===== config.mk =====
export PLATFORM = sky130hd
export DESIGN_NAME = axi_log_arbiter
export DESIGN_NICKNAME = d
export VERILOG_FILES = /design/src/rtl/axi_log_pkg.sv /design/src/rtl/axi_log_fifo.sv /design/src/rtl/axi_log_arbiter.sv
export SDC_FILE = /design/constraint.sdc
export NUM_CORES = 1
export LEC_CHECK = 0
export ABC_AREA = 1
export CAP_MARGIN = 0
export CORE_AREA = 3 3 253 255
export CTS_CLUSTER_DIAMETER = 200
export DETAILED_ROUTE_END_ITERATION = 8
export DIE_AREA = 0 0 256 258
export PLACE_DENSITY = 0.52
export SLEW_MARGIN = 25
export SYNTH_ARGS = -nofsm -noshare
export SYNTH_HDL_FRONTEND = slang
export SYNTH_SLANG_ARGS = --single-unit

===== constraint.sdc =====
create_clock -name Clk_CI -period 6.1 [get_ports Clk_CI]
set_input_delay 1.525 -clock Clk_CI [delete_from_list [all_inputs] [get_ports Clk_CI]]
set_output_delay 1.525 -clock Clk_CI [all_outputs]
set_load 0.05 [all_outputs]

===== src/rtl/axi_log_pkg.sv =====
// Shared types and helpers for the AXI address-channel logger front end.
// Entry layout is sized for the default 8-bit ID, 32-bit address, 8-bit length.
package axi_log_pkg;

    localparam int unsigned LOG_ID_BITW   = 8;
    localparam int unsigned LOG_ADDR_BITW = 32;
    localparam int unsigned LOG_LEN_BITW  = 8;

    typedef enum logic {
        LOG_CH_AR = 1'b0,
        LOG_CH_AW = 1'b1
    } log_ch_e;

    typedef struct packed {
        logic [LOG_ID_BITW-1:0]   id;
        logic [LOG_ADDR_BITW-1:0] addr;
        logic [LOG_LEN_BITW-1:0]  len;
    } log_entry_t;

    function automatic bit fifo_depth_ok(input int unsigned depth);
        return (depth >= 2) && ((depth & (depth - 1)) == 0);
    endfunction

endpackage


===== src/rtl/axi_log_fifo.sv =====
// Purpose: synchronous FIFO with flush; push and pop may coincide even when full.
// Latency: a pushed word is visible at o_pop_dat the cycle after the push edge.
// Backpressure: pushes into a full FIFO without a same-cycle pop are discarded.
module axi_log_fifo
    import axi_log_pkg::*;
#(
    parameter int unsigned WIDTH = $bits(log_entry_t),
    parameter int unsigned DEPTH = 4
) (
    input  logic             i_clk,
    input  logic             i_rst,
    input  logic             i_clr,
    input  logic             i_push,
    input  logic [WIDTH-1:0] i_push_dat,
    input  logic             i_pop,
    output logic [WIDTH-1:0] o_pop_dat,
    output logic             o_full,
    output logic             o_empty
);

    localparam int unsigned AW = $clog2(DEPTH);
    localparam logic [AW:0] PTR_ONE = 1;

    logic [WIDTH-1:0] r_mem [DEPTH];
    logic [AW:0]      r_wr_ptr;
    logic [AW:0]      r_rd_ptr;
    logic             w_push;
    logic             w_pop;

    // Extra pointer MSB distinguishes full from empty when the indices match.
    assign o_empty = (r_wr_ptr == r_rd_ptr);
    assign o_full  = (r_wr_ptr[AW] != r_rd_ptr[AW]) &&
                     (r_wr_ptr[AW-1:0] == r_rd_ptr[AW-1:0]);

    assign w_pop  = i_pop && !o_empty;
    assign w_push = i_push && (!o_full || w_pop);

    always_ff @(posedge i_clk) begin
        if (i_rst || i_clr) begin
            r_wr_ptr <= '0;
            r_rd_ptr <= '0;
        end else begin
            if (w_push) r_wr_ptr <= r_wr_ptr + PTR_ONE;
            if (w_pop)  r_rd_ptr <= r_rd_ptr + PTR_ONE;
        end
    end

    always_ff @(posedge i_clk) begin
        if (w_push && !i_clr && !i_rst) r_mem[r_wr_ptr[AW-1:0]] <= i_push_dat;
    end

    assign o_pop_dat = r_mem[r_rd_ptr[AW-1:0]];

endmodule


===== src/rtl/axi_log_arbiter.sv =====
// Purpose: snoop AR/AW handshakes, buffer per channel, round-robin onto one log port (filter: AXI_LOG_ARB_FILTER_EN).
// Latency: handshake in cycle N gives LogValid_SO in N+2; one entry per cycle sustained.
// Backpressure: LogReady_SI stalls the output register; LogFull_SI freezes everything; FIFO overflow counts drops.
module axi_log_arbiter
    import axi_log_pkg::*;
#(
    parameter int unsigned AXI_ADDR_BITW = 32,
    parameter int unsigned AXI_ID_BITW   = 8,
    parameter int unsigned AXI_LEN_BITW  = 8,
    parameter int unsigned FIFO_DEPTH    = 4,
    parameter int unsigned DROP_CNT_BITW = 16
) (
    input  logic                     Clk_CI,
    input  logic                     Rst_RI,
    input  logic                     ArValid_SI,
    input  logic                     ArReady_SI,
    input  logic [AXI_ID_BITW-1:0]   ArId_DI,
    input  logic [AXI_ADDR_BITW-1:0] ArAddr_DI,
    input  logic [AXI_LEN_BITW-1:0]  ArLen_DI,
    input  logic                     AwValid_SI,
    input  logic                     AwReady_SI,
    input  logic [AXI_ID_BITW-1:0]   AwId_DI,
    input  logic [AXI_ADDR_BITW-1:0] AwAddr_DI,
    input  logic [AXI_LEN_BITW-1:0]  AwLen_DI,
    input  logic                     LogReady_SI,
    input  logic                     LogFull_SI,
    input  logic                     Clear_SI,
`ifdef AXI_LOG_ARB_FILTER_EN
    input  logic [AXI_ADDR_BITW-1:0] FiltBase_DI,
    input  logic [AXI_ADDR_BITW-1:0] FiltMask_DI,
    input  logic                     FiltInv_SI,
`endif
    output logic                     LogValid_SO,
    output logic                     LogCh_SO,
    output logic [AXI_ID_BITW-1:0]   LogId_DO,
    output logic [AXI_ADDR_BITW-1:0] LogAddr_DO,
    output logic [AXI_LEN_BITW-1:0]  LogLen_DO,
    output logic [DROP_CNT_BITW-1:0] DropCnt_DO
);

    localparam int unsigned ENTRY_W = AXI_ID_BITW + AXI_ADDR_BITW + AXI_LEN_BITW;
    localparam int unsigned DSUM_W  = DROP_CNT_BITW + 1;

    if (!fifo_depth_ok(FIFO_DEPTH)) begin : g_depth_chk
        $error("axi_log_arbiter: FIFO_DEPTH must be a power of two and at least 2");
    end

    logic               w_ar_match, w_aw_match;
    logic               w_ar_cap, w_aw_cap;
    logic               w_ar_full, w_aw_full;
    logic               w_ar_empty, w_aw_empty;
    logic               w_ar_pop, w_aw_pop;
    logic               w_ar_drop, w_aw_drop;
    logic               w_load;
    log_ch_e            w_grant;
    logic [ENTRY_W-1:0] w_ar_head, w_aw_head, w_head;
    logic [DSUM_W-1:0]  w_drop_sum;

    log_ch_e                  r_rr;
    logic                     r_vld;
    log_ch_e                  r_ch;
    logic [AXI_ID_BITW-1:0]   r_id;
    logic [AXI_ADDR_BITW-1:0] r_addr;
    logic [AXI_LEN_BITW-1:0]  r_len;
    logic [DROP_CNT_BITW-1:0] r_drop_cnt;

`ifdef AXI_LOG_ARB_FILTER_EN
    assign w_ar_match = ((ArAddr_DI & FiltMask_DI) == (FiltBase_DI & FiltMask_DI)) ^ FiltInv_SI;
    assign w_aw_match = ((AwAddr_DI & FiltMask_DI) == (FiltBase_DI & FiltMask_DI)) ^ FiltInv_SI;
`else
    assign w_ar_match = 1'b1;
    assign w_aw_match = 1'b1;
`endif

    assign w_ar_cap = ArValid_SI && ArReady_SI && !LogFull_SI && !Clear_SI && w_ar_match;
    assign w_aw_cap = AwValid_SI && AwReady_SI && !LogFull_SI && !Clear_SI && w_aw_match;

    // A full logger freezes the output register as well as capture.
    assign w_load  = (!r_vld || LogReady_SI) && !LogFull_SI && !Clear_SI;
    assign w_grant = (!w_aw_empty && (w_ar_empty || r_rr == LOG_CH_AW)) ? LOG_CH_AW : LOG_CH_AR;

    assign w_ar_pop = w_load && !w_ar_empty && (w_grant == LOG_CH_AR);
    assign w_aw_pop = w_load && !w_aw_empty && (w_grant == LOG_CH_AW);

    assign w_ar_drop = w_ar_cap && w_ar_full && !w_ar_pop;
    assign w_aw_drop = w_aw_cap && w_aw_full && !w_aw_pop;

    assign w_head     = (w_grant == LOG_CH_AW) ? w_aw_head : w_ar_head;
    assign w_drop_sum = {1'b0, r_drop_cnt} + DSUM_W'(w_ar_drop) + DSUM_W'(w_aw_drop);

    axi_log_fifo #(
        .WIDTH (ENTRY_W),
        .DEPTH (FIFO_DEPTH)
    ) u_ar_fifo (
        .i_clk      (Clk_CI),
        .i_rst      (Rst_RI),
        .i_clr      (Clear_SI),
        .i_push     (w_ar_cap),
        .i_push_dat ({ArId_DI, ArAddr_DI, ArLen_DI}),
        .i_pop      (w_ar_pop),
        .o_pop_dat  (w_ar_head),
        .o_full     (w_ar_full),
        .o_empty    (w_ar_empty)
    );

    axi_log_fifo #(
        .WIDTH (ENTRY_W),
        .DEPTH (FIFO_DEPTH)
    ) u_aw_fifo (
        .i_clk      (Clk_CI),
        .i_rst      (Rst_RI),
        .i_clr      (Clear_SI),
        .i_push     (w_aw_cap),
        .i_push_dat ({AwId_DI, AwAddr_DI, AwLen_DI}),
        .i_pop      (w_aw_pop),
        .o_pop_dat  (w_aw_head),
        .o_full     (w_aw_full),
        .o_empty    (w_aw_empty)
    );

    always_ff @(posedge Clk_CI) begin
        if (Rst_RI) begin
            r_vld      <= 1'b0;
            r_rr       <= LOG_CH_AR;
            r_drop_cnt <= '0;
        end else if (Clear_SI) begin
            r_vld      <= 1'b0;
            r_rr       <= LOG_CH_AR;
            r_drop_cnt <= '0;
        end else begin
            if (w_load) begin
                r_vld <= !w_ar_empty || !w_aw_empty;
                if (!w_ar_empty || !w_aw_empty) begin
                    r_rr <= (w_grant == LOG_CH_AW) ? LOG_CH_AR : LOG_CH_AW;
                end
            end
            // Sum carries at most 2 past the max, so the top bit flags saturation.
            r_drop_cnt <= w_drop_sum[DROP_CNT_BITW] ? '1 : w_drop_sum[DROP_CNT_BITW-1:0];
        end
    end

    // Clear leaves stale data behind a deasserted valid; only reset zeroes it.
    always_ff @(posedge Clk_CI) begin
        if (Rst_RI) begin
            r_ch   <= LOG_CH_AR;
            r_id   <= '0;
            r_addr <= '0;
            r_len  <= '0;
        end else if (w_load && (!w_ar_empty || !w_aw_empty)) begin
            r_ch                 <= w_grant;
            {r_id, r_addr, r_len} <= w_head;
        end
    end

    assign LogValid_SO = r_vld;
    assign LogCh_SO    = r_ch;
    assign LogId_DO    = r_id;
    assign LogAddr_DO  = r_addr;
    assign LogLen_DO   = r_len;
    assign DropCnt_DO  = r_drop_cnt;

endmodule

Yosys cells after proc, flatten, opt, wreduce, memory -nomap -nowiden
Memories as Yosys holds them, arrays and structs flattened. A register that Yosys moved wholly into a read port is not among the register bits.
Cells that the tools add are included.
{"block": "word_totals", "wordCells": 84, "mem_count": 2, "output_inout_bits": 66, "input_bits": 105, "ramBits": 384, "reg_bits": 79}
{"block": "op_classes", "n_eq_ne": 6, "reduce_logical": 46, "addsub": 6, "muxes": 12, "bitwise_logic": 1}
{"memory": "u_ar_fifo.r_mem", "words": 4, "word_bits": 48, "rd": 1, "rd_ports_with_merged_regs": 1, "wr": 1, "line": "axi_log_fifo.sv:24", "text": "logic [WIDTH-1:0] r_mem [DEPTH];"}
{"memory": "u_aw_fifo.r_mem", "words": 4, "word_bits": 48, "rd": 1, "rd_ports_with_merged_regs": 1, "wr": 1, "line": "axi_log_fifo.sv:24"}
{"op": "two-way mux 48 bit", "n": 1}
{"op": "logical AND 1 bit", "n": 28}
{"op": "adder 16 x 1 -> 17 bit", "n": 1}
{"op": "adder 17 x 1 -> 17 bit", "n": 1}
{"op": "two-way mux 16 bit", "n": 1}
{"op": "adder 3 x 1 -> 3 bit (second input constant)", "n": 4}
{"op": "zero test 1 bit", "n": 10}
{"op": "two-way mux 2 bit", "n": 4}
{"op": "equality test 3 bit", "n": 2}
{"op": "logical OR 1 bit", "n": 6}
{"op": "two-way mux 1 bit", "n": 6}
{"op": "equality test 2 bit", "n": 2}
{"op": "!= test 1 bit", "n": 2}
{"op": "AND reduction 2 bit", "n": 1}
{"op": "OR reduction 2 bit", "n": 1}
{"op": "NOT 1 bit", "n": 1}

Logic depth before layout (Yosys ltp)
{"block": "logic_depth", "depth_word": 13, "depth_mapped": 19}

Hierarchy
Synthesis repeated with hierarchy kept, for this count alone.
{"block": "hier_totals", "hier_cells": 1579, "hier_area_um2": 18545.3}
{"mod": "axi_log_fifo", "area_per_inst_um2": 7572.3, "instances": 2, "cells_per_inst": 528}
{"mod": "axi_log_arbiter", "area_per_inst_um2": 3400.8, "instances": 1, "cells_per_inst": 523}

Worst setup path after synthesis
No wires, ideal clock.
{"block": "synth_path", "path_kind": "input to register", "start": "input Clear_SI", "end": "memory u_ar_fifo.r_mem[0][0] in the netlist's numbering (enable)", "arrival_time_ns": 4.407, "required_time_ns": 5.646, "n_path_buf": 0, "stages": 8, "slack_ns": 1.239, "setup_ns": 0.454, "path_cell_list": "or2_4 nor2_8 nand2_2 inv_4 nand2_4 nand2_2 nand3_1 nor2_1"}
{"block": "synth_via", "elab_chain_cells": 11, "elab_cells_between_ends": 12}
{"item": "start: declaration", "line": "axi_log_arbiter.sv:27", "text": "input logic Clear_SI,"}
{"item": "zero test 1 bit (*)", "line": "axi_log_fifo.sv:49, axi_log_arbiter.sv:75, axi_log_arbiter.sv:79"}
{"item": "logical AND 1 bit", "line": "axi_log_arbiter.sv:79", "text": "assign w_load = (!r_vld || LogReady_SI) && !LogFull_SI && !Clear_SI;"}
{"item": "logical AND 1 bit (2 in a row)", "line": "axi_log_arbiter.sv:82", "text": "assign w_ar_pop = w_load && !w_ar_empty && (w_grant == LOG_CH_AR);"}
{"item": "logical AND 1 bit", "line": "axi_log_fifo.sv:35", "text": "assign w_pop = i_pop && !o_empty;"}
{"item": "logical OR 1 bit", "line": "axi_log_fifo.sv:36", "text": "assign w_push = i_push && (!o_full || w_pop);"}
{"item": "logical AND 1 bit", "line": "axi_log_fifo.sv:36"}
{"item": "logical AND 1 bit (*) (2 in a row)", "line": "axi_log_fifo.sv:49", "text": "if (w_push && !i_clr && !i_rst) r_mem[r_wr_ptr[AW-1:0]] <= i_push_dat;"}
{"item": "two-way mux 1 bit (*)", "line": "axi_log_fifo.sv:49"}
{"item": "two-way mux 1 bit (not written as such) (*)", "line": "axi_log_fifo.sv:49"}
{"item": "end: declaration", "line": "axi_log_fifo.sv:24"}
Every way passes the cells marked *; elsewhere a longest branch is shown, timed or not.

Worst setup path after layout
{"block": "layout_path", "start": "input Clear_SI", "end": "register r_drop_cnt[13] (netlist: DropCnt_DO[13])"}
{"block": "layout_via", "elab_chain_cells": 9, "elab_cells_between_ends": 18}
{"item": "zero test 1 bit", "line": "axi_log_arbiter.sv:75, axi_log_arbiter.sv:76, axi_log_arbiter.sv:79"}
{"item": "logical AND 1 bit", "line": "axi_log_arbiter.sv:79"}
{"item": "logical AND 1 bit (2 in a row)", "line": "axi_log_arbiter.sv:82"}
{"item": "zero test 1 bit", "line": "axi_log_arbiter.sv:85", "text": "assign w_ar_drop = w_ar_cap && w_ar_full && !w_ar_pop;"}
{"item": "logical AND 1 bit", "line": "axi_log_arbiter.sv:85"}
{"item": "adder 16 x 1 -> 17 bit", "line": "axi_log_arbiter.sv:89", "text": "assign w_drop_sum = {1'b0, r_drop_cnt} + DSUM_W'(w_ar_drop) + DSUM_W'(w_aw_drop);"}
{"item": "adder 17 x 1 -> 17 bit", "line": "axi_log_arbiter.sv:89"}
{"item": "two-way mux 16 bit", "line": "axi_log_arbiter.sv:138", "text": "r_drop_cnt <= w_drop_sum[DROP_CNT_BITW] ? '1 : w_drop_sum[DROP_CNT_BITW-1:0];"}
{"item": "end signal: assignment", "line": "axi_log_arbiter.sv:138"}
{"item": "end: declaration", "line": "axi_log_arbiter.sv:65", "text": "logic [DROP_CNT_BITW-1:0] r_drop_cnt;"}
Several ways; a longest one is shown, not always the timed one.
A chain may end at the register's enable or synchronous reset.

==> impl_metrics.tcl <==
set metrics [dict create \
    fin_ws_ps 2207 \
    setup_viol 0 \
    critical_path_class "primary input to flop" \
    overflow 0 \
    p_leak_nw 7.882 \
    routedWlPerCell_um 18.03 \
    cap_violations 0 \
    clkLatencyLatePin_ps 580 \
    ys_warn_count 0 \
    synth_top_cell_area_share_pct 62.10 \
    powerDensity_mw_per_mm2 289.8 \
    hold_viol_final 0 \
    ys_types 40 \
    syn_to_final_growth_pct 21.64 \
    layout_min_cycle_time_ps 3893 \
    hold_path_depth 2 \
    p_total_mw 6.545 \
    fill_cells 6047 \
    cts_buffers 49 \
    setup_tns_ps 0 \
    drtAntennaViolNets 0 \
    synth_largest_area_cell "edfxtp_1" \
    num_rows 91 \
    synth_common_cells "edfxtp_1, nor2_1, o21ai_0" \
    rr_worst_depth 17 \
    cts_root_buf "clkbuf_16" \
    cts-hold-fix-buffers 0 \
    avgSynthCellArea_um2 11.68 \
    clock_path_buffers 3 \
    drc 0 \
    htree_levels 2 \
    crit_fanout 13 \
    antenna_found_initial 7 \
    port_buffers 170 \
    grt_max_degree 97 \
    synthArstFlopShare_pct 0 \
    cp.required_ps 6570 \
    wl_mm 47.14 \
    die_x_um 256 \
    hp-start "r_rr" \
    synthCells 1590 \
    slew_headroom_pct 35.99 \
    initial_core_util_pct 30.03 \
    cts_tree "yes" \
    grt_pass1_wl_mm 70.57 \
    tightest_slew_ps 960.1 \
    cts.clk_slew.worst_paths_ps 60 \
    place_ws_ps 1630 \
    vdd_drop_max_mv 0.1535 \
    hp-class "flop to flop" \
    crit_path_start_kind "primary input" \
    route.vias.total 11910 \
    drv_slew 0 \
    post-synth-top-count-cell "edfxtp_1" \
    grt_setup_unrepaired "false" \
    synth-seq-cells 467 \
    pin_count 171 \
    grt_pass1_vias 11320 \
    cp-startpoint "Clear_SI" \
    synth_area_leaders "edfxtp_1, dfxtp_1, o21ai_0" \
    timing.rr.start "u_ar_fifo.r_wr_ptr[1]" \
    synth_edf_count 384 \
    postCtsResizedCells 0 \
    grt_util_all_layers_pct 13.90 \
    drive_above_1_share_pct 7.710 \
    end_kind "flop" \
    ys_seq_area_share_pct 71.05 \
    cts_sinks 467 \
    synth_ff_type "edfxtp_1" \
    fmax_ghz 0.2569 \
    cp.arrival_ps 4360 \
    die-height_um 258 \
    post_drt_via_cell_ratio 4.553 \
    postCtsSetupBuffers 0 \
    syn-num-nets 1707 \
    syn_area_mm2 0.01857 \
    drt-initial-drc-count 908 \
    clock_skew_ps 23.92 \
    outcome "complete, no violations" \
    dp_hpwl_mm 29.70 \
    fin_nets 1857 \
    fp.dieArea_mm2 0.06605 \
    drt-pass1-iter-count 5 \
    finalCritPeriodShare_pct 63.82 \
    gp_congestion 0.7962 \
    core_mm2 0.06183 \
]
## registers in the layout, summed over array words and instances (netlist names), named ones only
name	cells
LogId_DO	8
LogCh_SO	1
r_rr	1
u_ar_fifo.r_mem	192
DropCnt_DO	16
LogLen_DO	8
u_aw_fifo.r_mem	192
LogAddr_DO	32
u_aw_fifo.r_rd_ptr	3
u_ar_fifo.r_wr_ptr	3
u_aw_fifo.r_wr_ptr	3
LogValid_SO	1
u_ar_fifo.r_rd_ptr	3
## power by group
group	internal [mW]	total, mW	switching, mW	leakage (nW)
Clock	1.70	2.90	1.21	0.754
Combinational	0.0793	0.180	0.100	3.00
Sequential	3.46	3.46	0.00560	4.12
## per-layer routing
metal	vias to the layer above	wire (um)	track usage, %
li1	5848	-	-
met1	5716	22180	19.98
met2	261	21080	21.09
met3	70	2924	3.011
met4	12	864	4.102
met5	-	85	0
## kinds of logic (layout without fill, tap and decap cells)
logic type | Yosys count | in the layout | share of synthesized area [%]
flip-flops | 467 | 467 | 71.05
other | 0 | 1 | 0
AO/OA/AOI/OAI | 327 | 327 | 9.211
adder cells (fa/ha/maj) | 12 | 12 | 0.8490
AND/OR/NAND/NOR | 589 | 589 | 13.60
buffers and inverters | 182 | 369 | 4.562
XOR/XNOR | 13 | 13 | 0.7345
## area by class of cell
type	instances	area, um2	area share, %
diodes	1	2.502	0.01108
clock buffers	64	1324	5.861
clock inverters	24	236.5	1.047
inverters	93	355.3	1.573
multi-input cells	941	4589	20.32
flip-flops and latches	467	13200	58.42
well taps	837	1047	4.636
repair buffers	188	1837	8.132
## worst max-delay path: stages
cell and delay [ps]:
clkdlybuf4s50_1 420, or2_4 290, nor2_8 140, nand2_2 90
inv_4 60, nand2_4 70, nand2_2 150, nor2_1 70
fa_1 430, ha_1 230, nand3_1 180, nor2_1 110
nand3_1 360, o21ai_1 130, nand2_1 80, inv_1 30
## path summary, 6_finish.rpt
kind,end,slack (ps)
max reg2reg,DropCnt_DO[13],2720
max,DropCnt_DO[13],2210
min,r_rr,470
min reg2reg,r_rr,470
## metrics by stage
| step | hold WS [ps] | instances | area, um2 | util, % |
|---|---|---|---|---|
| 2_1_floorplan | 439.1 | 1590 | 18570 | - |
| 3_3_place_gp | 460.3 | 2526 | 21030 | 34.01 |
| 3_5_place_dp | 458.6 | 2526 | 21030 | 34.01 |
| 4_1_cts | 468.2 | 2614 | 22590 | 36.53 |
| 5_1_grt | 484.8 | 2614 | 22590 | 36.53 |
| 6_report | 471.1 | 2615 | 22590 | 36.53 |
## placed cells by master (no fill, tap or decap), types with 8 or more instances in the layout
| cell | count |
|---|---|
| a21oi_1 | 25 |
| buf_4 | 18 |
| clkbuf_1 | 12 |
| clkbuf_16 | 50 |
| clkdlybuf4s50_1 | 170 |
| clkinv_2 | 8 |
| dfxtp_1 | 80 |
| edfxtp_1 | 384 |
| ha_1 | 11 |
| inv_1 | 83 |
| nand2_1 | 188 |
| nand3_1 | 102 |
| nand3_2 | 10 |
| nor2_1 | 257 |
| nor2_4 | 8 |
| o21ai_0 | 213 |
| o21ai_1 | 39 |
| o22ai_1 | 48 |
Note: power is estimated with default switching activity, not from simulation.
